===== src/rtl/image_write_pkg.sv =====
// Shared types and constants for the frame-buffer write scheduler.
package image_write_pkg;

   localparam int unsigned DATA_W    = 54;
   localparam int unsigned MASK_HI   = 53;
   localparam int unsigned MASK_LO   = 50;
   localparam int unsigned FRAME_BIT = 49;
   localparam int unsigned ADDR_HI   = 48;
   localparam int unsigned ADDR_LO   = 32;
   localparam int unsigned PIXEL_HI  = 31;
   localparam int unsigned PIXEL_LO  = 0;

   localparam logic [1:0] MODE_SRC0 = 2'd0;
   localparam logic [1:0] MODE_SRC1 = 2'd1;
   localparam logic [1:0] MODE_ALT  = 2'd2;
   localparam logic [1:0] MODE_PRIO = 2'd3;

   typedef enum logic [1:0] {
      ST_IDLE  = 2'd0,
      ST_START = 2'd1,
      ST_RUN   = 2'd2,
      ST_ACK   = 2'd3
   } state_t;

   typedef struct packed {
      logic [3:0]  mask;
      logic        frame;
      logic [16:0] addr;
      logic [31:0] pixel;
   } beat_t;

   typedef struct packed {
      logic hit;
      logic src;
   } pick_t;

   // Source selection for the next frame; hit is low when nothing qualifies.
   function automatic pick_t pick_source(input logic [1:0] mode,
                                         input logic       req0,
                                         input logic       req1,
                                         input logic       last_owner);
      pick_t p;
      logic  other_req;
      logic  last_req;
      p         = '{hit: 1'b0, src: 1'b0};
      other_req = last_owner ? req0 : req1;
      last_req  = last_owner ? req1 : req0;
      case (mode)
         MODE_SRC0: p = '{hit: req0, src: 1'b0};
         MODE_SRC1: p = '{hit: req1, src: 1'b1};
         MODE_ALT: begin
            if (other_req)     p = '{hit: 1'b1, src: ~last_owner};
            else if (last_req) p = '{hit: 1'b1, src: last_owner};
         end
         default: begin
            if (req1)      p = '{hit: 1'b1, src: 1'b1};
            else if (req0) p = '{hit: 1'b1, src: 1'b0};
         end
      endcase
      return p;
   endfunction

endpackage


===== src/rtl/image_write_mux.sv =====
// Steers the owner's beat stream onto the shared write port while granted.
module image_write_mux
   import image_write_pkg::*;
(
   input  logic              owner,
   input  logic              grant,
   input  logic [DATA_W-1:0] src0_dout,
   input  logic              src0_valid,
   input  logic [DATA_W-1:0] src1_dout,
   input  logic              src1_valid,
   input  logic              out_ready,
   output logic [DATA_W-1:0] out_dout,
   output logic              out_valid,
   output logic              src0_ready,
   output logic              src1_ready
);

   always_comb begin
      out_dout   = '0;
      out_valid  = 1'b0;
      src0_ready = 1'b0;
      src1_ready = 1'b0;
      if (grant) begin
         if (owner) begin
            out_dout   = src1_dout;
            out_valid  = src1_valid;
            src1_ready = out_ready;
         end else begin
            out_dout   = src0_dout;
            out_valid  = src0_valid;
            src0_ready = out_ready;
         end
      end
   end

endmodule


===== src/rtl/image_write_scheduler.sv =====
// Frame-level arbiter for the frame-buffer write port: picks a source per
// frame tick, runs its start/done handshake and guards it with a watchdog.
module image_write_scheduler
   import image_write_pkg::*;
#(
   parameter int unsigned TIMEOUT_CYCLES = 1048576,
   parameter int unsigned CNT_W          = 16
) (
   input  logic              clock,
   input  logic              reset,
   input  logic [1:0]        mode,
   input  logic              frame_tick,
   input  logic              src0_req,
   input  logic              src1_req,
   output logic              src0_start,
   output logic              src1_start,
   input  logic              src0_start_ack,
   input  logic              src1_start_ack,
   input  logic              src0_done,
   input  logic              src1_done,
   output logic              src0_done_ack,
   output logic              src1_done_ack,
   input  logic [DATA_W-1:0] src0_dout,
   input  logic [DATA_W-1:0] src1_dout,
   input  logic              src0_valid,
   input  logic              src1_valid,
   output logic              src0_ready,
   output logic              src1_ready,
   output logic [DATA_W-1:0] out_dout,
   output logic              out_valid,
   input  logic              out_ready,
   output logic              owner,
   output logic              busy,
   output logic              timeout_err,
   input  logic              err_clear,
   output logic [CNT_W-1:0]  frames_done
);

   localparam int unsigned     WD_W    = (TIMEOUT_CYCLES > 1) ? $clog2(TIMEOUT_CYCLES) : 1;
   localparam logic [WD_W-1:0] WD_LAST = WD_W'(TIMEOUT_CYCLES - 1);

   state_t           state_q, state_n;
   logic             owner_q, owner_n;
   logic             last_owner_q, last_owner_n;
   logic             tick_pending_q, tick_pending_n;
   logic [WD_W-1:0]  wdog_q, wdog_n;
   logic [1:0]       start_q, start_n;
   logic [1:0]       done_ack_q, done_ack_n;
   logic             busy_q, busy_n;
   logic             timeout_err_q, timeout_err_n;
   logic [CNT_W-1:0] frames_done_q, frames_done_n;
   pick_t            pick_c;
   logic             owner_ack_c;
   logic             owner_done_c;
   logic             grant_c;

   always_ff @(posedge clock) begin
      if (reset) begin
         state_q        <= ST_IDLE;
         owner_q        <= 1'b0;
         last_owner_q   <= 1'b1;
         tick_pending_q <= 1'b0;
         wdog_q         <= '0;
         start_q        <= '0;
         done_ack_q     <= '0;
         busy_q         <= 1'b0;
         timeout_err_q  <= 1'b0;
         frames_done_q  <= '0;
      end else begin
         state_q        <= state_n;
         owner_q        <= owner_n;
         last_owner_q   <= last_owner_n;
         tick_pending_q <= tick_pending_n;
         wdog_q         <= wdog_n;
         start_q        <= start_n;
         done_ack_q     <= done_ack_n;
         busy_q         <= busy_n;
         timeout_err_q  <= timeout_err_n;
         frames_done_q  <= frames_done_n;
      end
   end

   // Next-state and next-output logic; the watchdog abort outranks the handshake.
   always_comb begin
      state_n        = state_q;
      owner_n        = owner_q;
      last_owner_n   = last_owner_q;
      tick_pending_n = tick_pending_q | frame_tick;
      wdog_n         = wdog_q;
      start_n        = start_q;
      done_ack_n     = '0;
      frames_done_n  = frames_done_q;
      timeout_err_n  = timeout_err_q & ~err_clear;
      pick_c         = pick_source(mode, src0_req, src1_req, last_owner_q);
      owner_ack_c    = owner_q ? src1_start_ack : src0_start_ack;
      owner_done_c   = owner_q ? src1_done : src0_done;

      case (state_q)
         ST_IDLE: begin
            start_n = '0;
            if (tick_pending_q && pick_c.hit) begin
               state_n        = ST_START;
               owner_n        = pick_c.src;
               last_owner_n   = pick_c.src;
               tick_pending_n = frame_tick;
               wdog_n         = '0;
               start_n        = pick_c.src ? 2'b10 : 2'b01;
            end
         end
         ST_START, ST_RUN: begin
            wdog_n = wdog_q + WD_W'(1);
            if (wdog_q == WD_LAST) begin
               state_n       = ST_IDLE;
               start_n       = '0;
               timeout_err_n = 1'b1;
            end else if (state_q == ST_START) begin
               if (owner_ack_c) begin
                  state_n = ST_RUN;
                  start_n = '0;
               end
            end else if (owner_done_c) begin
               state_n    = ST_ACK;
               done_ack_n = owner_q ? 2'b10 : 2'b01;
            end
         end
         ST_ACK: begin
            state_n       = ST_IDLE;
            frames_done_n = frames_done_q + CNT_W'(1);
         end
         default: state_n = ST_IDLE;
      endcase

      busy_n = (state_n != ST_IDLE);
   end

   assign grant_c = (state_q == ST_START) || (state_q == ST_RUN);

   image_write_mux u_mux (
      .owner      (owner_q),
      .grant      (grant_c),
      .src0_dout  (src0_dout),
      .src0_valid (src0_valid),
      .src1_dout  (src1_dout),
      .src1_valid (src1_valid),
      .out_ready  (out_ready),
      .out_dout   (out_dout),
      .out_valid  (out_valid),
      .src0_ready (src0_ready),
      .src1_ready (src1_ready)
   );

   assign src0_start    = start_q[0];
   assign src1_start    = start_q[1];
   assign src0_done_ack = done_ack_q[0];
   assign src1_done_ack = done_ack_q[1];
   assign owner         = owner_q;
   assign busy          = busy_q;
   assign timeout_err   = timeout_err_q;
   assign frames_done   = frames_done_q;

endmodule


===== config.mk =====
export PLATFORM = sky130hd
export DESIGN_NAME = image_write_scheduler
export DESIGN_NICKNAME = d
export VERILOG_FILES = /design/src/rtl/image_write_pkg.sv /design/src/rtl/image_write_mux.sv /design/src/rtl/image_write_scheduler.sv
export SDC_FILE = /design/constraint.sdc
export NUM_CORES = 1
export LEC_CHECK = 0
export CAP_MARGIN = 5
export CORE_UTILIZATION = 30
export CTS_BUF_LIST = sky130_fd_sc_hd__clkbuf_2 sky130_fd_sc_hd__clkbuf_4 sky130_fd_sc_hd__clkbuf_8
export DETAILED_ROUTE_END_ITERATION = 12
export PLACE_DENSITY = 0.69
export SYNTH_ARGS = -nofsm -noshare
export SYNTH_HDL_FRONTEND = slang
export SYNTH_SLANG_ARGS = --single-unit

===== constraint.sdc =====
create_clock -name clock -period 2.5 [get_ports clock]
set_input_delay 0.25 -clock clock [delete_from_list [all_inputs] [get_ports clock]]
set_output_delay 0.25 -clock clock [all_outputs]
set_load 0.01 [all_outputs]

==> reports/summary.txt, run 1 <==
===========================================================================================
Result of the run                                                              finished clean
Async set or reset register ratio after synthesis                                        0%
Post-cts repair resize count                                                              0
Worst min-delay path category                                                    reg -> reg
Top fanout value on the critical path                                                    28
NumNets Final                                                                           712
Pin count of the biggest net entering global routing                                     58
Yosys warns                                                                               0
Clock latency on the worst-skew pair                                                 300 ps
Buf+Inv Stages, Crit Path                                                                 4
Slowest cell on crit path                                                      sky130_fd_sc_hd__clkdlybuf4s50_1
Die height                                                                      103 microns
Global route total overflow                                                               0
Sequential fraction of the synthesis area                                             30.7%
Largest voltage drop on the vdd net                                                0.295 mV
Global-route total usage across every layer                                           19.5%
Initial antenna violation count                                                           0
WL per Instance                                                                15.1 microns
Kind of cell adding the most delay to the critical path                        buffers and inverters
Period minus WS final                                                               2350 ps
Row count                                                                                36
Post-Place Worst Slack                                                               318 ps
Growth of design area from synthesis to finish                                        77.1%
Number of H-tree levels                                                                   2
Via count of the first global-routing pass                                            3,398
Total clock sinks                                                                        47
Data required time of the critical path                                             2250 ps
Clock tree skew after final layout                                                  5.57 ps
Die W                                                                           103 microns
RR Startpoint                                                                    state_q[0]
Worst path max stage delay                                                           550 ps
Number of iterations in the first detailed-routing pass                                   4
RePlAce Congestion                                                                    0.828
Flip-flop and latch count after synthesis                                                47
Post-CTS setup buffers                                                                    0
Count of buffers from port buffering                                                    202
Per-instance average area after synthesis                                        7.94 sq um
Cell area after technology mapping                                               3060 sq um
Startpoint of the most critical hold path                                        start_q[1]
Arrival time at the worst endpoint                                                  2100 ps
Overall via count from detail_route                                                   3,465
Cell-by-cell listing of the critical path                                      inv_1 -> ha_1 -> inv_2 -> clkbuf_16 -> nor2_1 -> clkdlybuf4s50_1
Least setup slack across all paths after layout                                      148 ps
Core area                                                                        9820 sq um
Unrepaired setup endpoints after global routing                                       false
Overall die area                                                               10,600 sq um
Number of nets produced by synthesis                                                    515
Number of design-rule violations left by the first detailed-router iteration            101
Setup violations, final                                                                   0
Number of clock buffers inserted by TritonCTS                                             5
Worst-case clock buffer depth                                                             2
Netlist cell types                                                                       42
Share of the clock period used by the worst path                                      94.1%
Global-route wire length before repair                                         16,200 microns
Worst slew margin relative to its limit                                               67.2%
Number of ports placed on the die boundary                                              203
Mapped Cells                                                                            386
# hold bufs at CTS                                                                        0
Number of hold violations in the final report                                             0
Starting Density                                                                      31.2%
Leading cell types by total area after synthesis                               sky130_fd_sc_hd__dfxtp_1 (31%), sky130_fd_sc_hd__mux2i_1 (19%), sky130_fd_sc_hd__nor2_1 (12%)
Remaining antenna violation count after routing                                           0
Worst Setup Path Type                                                            reg -> out
Top achievable clock speed                                                          425 MHz
Half-perimeter wire length after detailed placement                            8380 microns
Average vias per placed instance                                                       4.83
Post-synth top area share                                                             30.7%
Number of synthesized flops with an enable pin                                            0
DRC violation count after routing                                                         0
CP endpoint kind                                                                 output pin
Worst-path clk slew                                                                   90 ps
Cell type with the highest aggregate area in the netlist                       sky130_fd_sc_hd__dfxtp_1
Setup TNS                                                                              0 ps
Power per Cell Area                                                             386 nW/um^2
Final Max Tran Viols                                                                      0
Share of layout cells above drive strength 1                                          4.62%
CTS Root Buffer Type                                                           sky130_fd_sc_hd__clkbuf_8
Reported leakage power                                                              1.89 nW
Startpoint of the most critical setup path                                       state_q[0]
Most used flip-flop cell after synthesis                                       sky130_fd_sc_hd__dfxtp_1
Category of the worst setup path launch point                                      register
Max-cap violations                                                                        0
Slew at the pin with the worst max-slew slack                                        478 ps
TritonCTS clock tree                                                                  built
Total Routed Length                                                            10,800 microns
===========================================================================================
where the power goes:
group / switching, mW / internal [mW]
clock: 0.260 / 0.399
combinational: 0.268 / 0.396
sequential: 0.0129 / 0.757
cells in the mapped netlist, types with 2 or more instances:
| library cell | instances |
|---|---|
| sky130_fd_sc_hd__a21oi_1 | 16 |
| sky130_fd_sc_hd__o21a_1 | 2 |
| sky130_fd_sc_hd__nand4_1 | 8 |
| sky130_fd_sc_hd__o211ai_1 | 7 |
| sky130_fd_sc_hd__and3_1 | 5 |
| sky130_fd_sc_hd__and4_1 | 2 |
| sky130_fd_sc_hd__nand3_1 | 8 |
| sky130_fd_sc_hd__inv_1 | 11 |
| sky130_fd_sc_hd__o21ai_0 | 14 |
| sky130_fd_sc_hd__nor4_1 | 2 |
| sky130_fd_sc_hd__nor3_1 | 4 |
| sky130_fd_sc_hd__clkbuf_1 | 12 |
| sky130_fd_sc_hd__and2_1 | 2 |
| sky130_fd_sc_hd__nor2b_1 | 2 |
| sky130_fd_sc_hd__nand2_1 | 16 |
| sky130_fd_sc_hd__ha_1 | 6 |
| sky130_fd_sc_hd__xnor2_1 | 9 |
| sky130_fd_sc_hd__o31ai_1 | 3 |
| sky130_fd_sc_hd__xor2_1 | 17 |
| sky130_fd_sc_hd__nand2b_1 | 3 |
| sky130_fd_sc_hd__dfxtp_1 | 47 |
| sky130_fd_sc_hd__nor2_1 | 96 |
| sky130_fd_sc_hd__o2111ai_1 | 4 |
| sky130_fd_sc_hd__buf_1 | 9 |
| sky130_fd_sc_hd__mux2i_1 | 59 |
| sky130_fd_sc_hd__or3_1 | 5 |
| sky130_fd_sc_hd__or4_1 | 2 |
worst min-delay path, delay by kind of cell (launching register included):
| family | cells | cell delay (ps) |
|---|---|---|
| AO/OA/AOI/OAI | 2 | 130 |
| flip-flops | 1 | 320 |
worst paths after layout:
path / end / slack [ps] / cells after the start
min reg2reg: start_q[1] / 490 / 2
max reg2reg: wdog_q[17] / 470 / 7
min: start_q[1] / 490 / 2
max: out_dout[21] / 150 / 6
routing by layer:
| layer | up-vias | GRT usage (%) | share of wire (%) |
|---|---|---|---|
| li1 | 1738 | - | - |
| met1 | 1590 | 21.4 | 39 |
| met2 | 121 | 34.8 | 50 |
| met3 | 16 | 6.37 | 8.9 |
| met4 | 0 | 7.26 | 2.2 |
| met5 | - | 0 | 0 |
sequential cells by signal, summed over array words and instances, names as in the netlist:
name	cells
timeout_err	1
last_owner_q	1
tick_pending_q	1
frames_done	16
wdog_q	20
state_q	2
owner	1
busy	1
start_q	2
done_ack_q	2
per-stage QoR:
step | hold WS (ps) | util [%] | area (sq um) | instances | total power, mW
2_1_floorplan | 367 | - | 3060 | 386 | 1.04
3_3_place_gp | 467 | 53.6 | 5260 | 708 | 1.43
3_5_place_dp | 479 | 53.6 | 5260 | 708 | 1.44
4_1_cts | 494 | 55.0 | 5400 | 716 | 2.10
5_1_grt | 541 | 55.2 | 5430 | 717 | 2.18
6_report | 492 | 55.3 | 5430 | 718 | 2.09
layout by cell type, fill, tap and decap left out, types with 3 or more instances in the layout:
cell type                         Yosys  final
sky130_fd_sc_hd__xor2_1              17     17
sky130_fd_sc_hd__a21oi_1             16     16
sky130_fd_sc_hd__o31ai_1              3      3
sky130_fd_sc_hd__o211ai_1             7      7
sky130_fd_sc_hd__nor2_1              96     96
sky130_fd_sc_hd__nand4_1              8      8
sky130_fd_sc_hd__o21ai_0             14     14
sky130_fd_sc_hd__nand2b_1             3      3
sky130_fd_sc_hd__nand2_1             16     16
sky130_fd_sc_hd__clkdlybuf4s50_1      0    201
sky130_fd_sc_hd__nor3_1               4      4
sky130_fd_sc_hd__nand3_1              8      8
sky130_fd_sc_hd__dfxtp_1             47     46
sky130_fd_sc_hd__buf_4                0      8
sky130_fd_sc_hd__inv_1               11     10
sky130_fd_sc_hd__o2111ai_1            4      4
sky130_fd_sc_hd__ha_1                 6      6
sky130_fd_sc_hd__and3_1               5      5
sky130_fd_sc_hd__clkbuf_8             0      5
sky130_fd_sc_hd__xnor2_1              9      9
sky130_fd_sc_hd__or3_1                5      5
sky130_fd_sc_hd__mux2i_1             59     59
layout make-up:
cell class,count,area (sq um)
inverters,11,41.3
clock buffers,5,68.8
well taps,133,166
multi-input cells,305,1990
fillers,972,4390
repair buffers,213,2150
flip-flops and latches,47,945
diodes,1,2.50
clock inverters,3,67.6
cells by family (layout without fill, tap and decap cells):
group	Yosys count	count (layout)	synth area share [%]
other	0	1	0
adders and majority gates	6	6	2.45
muxes	60	60	20.0
xor gates and xnor gates	26	26	7.43
AOI/OAI and AO/OA	55	55	12.0
DFF	47	47	30.7
buffers and inverters	34	232	4.45
and+or+nand+nor	158	158	23.0
No activity file was read; power rests on OpenSTA's default activity.
==> run 2: changes to the inputs <==
--- a/config.mk
+++ b/config.mk
@@ -5,7 +5,7 @@
 export SDC_FILE = /design/constraint.sdc
 export NUM_CORES = 1
 export LEC_CHECK = 0
-export CAP_MARGIN = 5
+export CAP_MARGIN = 20
 export CORE_UTILIZATION = 30
 export CTS_BUF_LIST = sky130_fd_sc_hd__clkbuf_2 sky130_fd_sc_hd__clkbuf_4 sky130_fd_sc_hd__clkbuf_8
 export DETAILED_ROUTE_END_ITERATION = 12
==> results of run 2 <==
The final DEF is identical to that of run 1; final timing and power are the same.
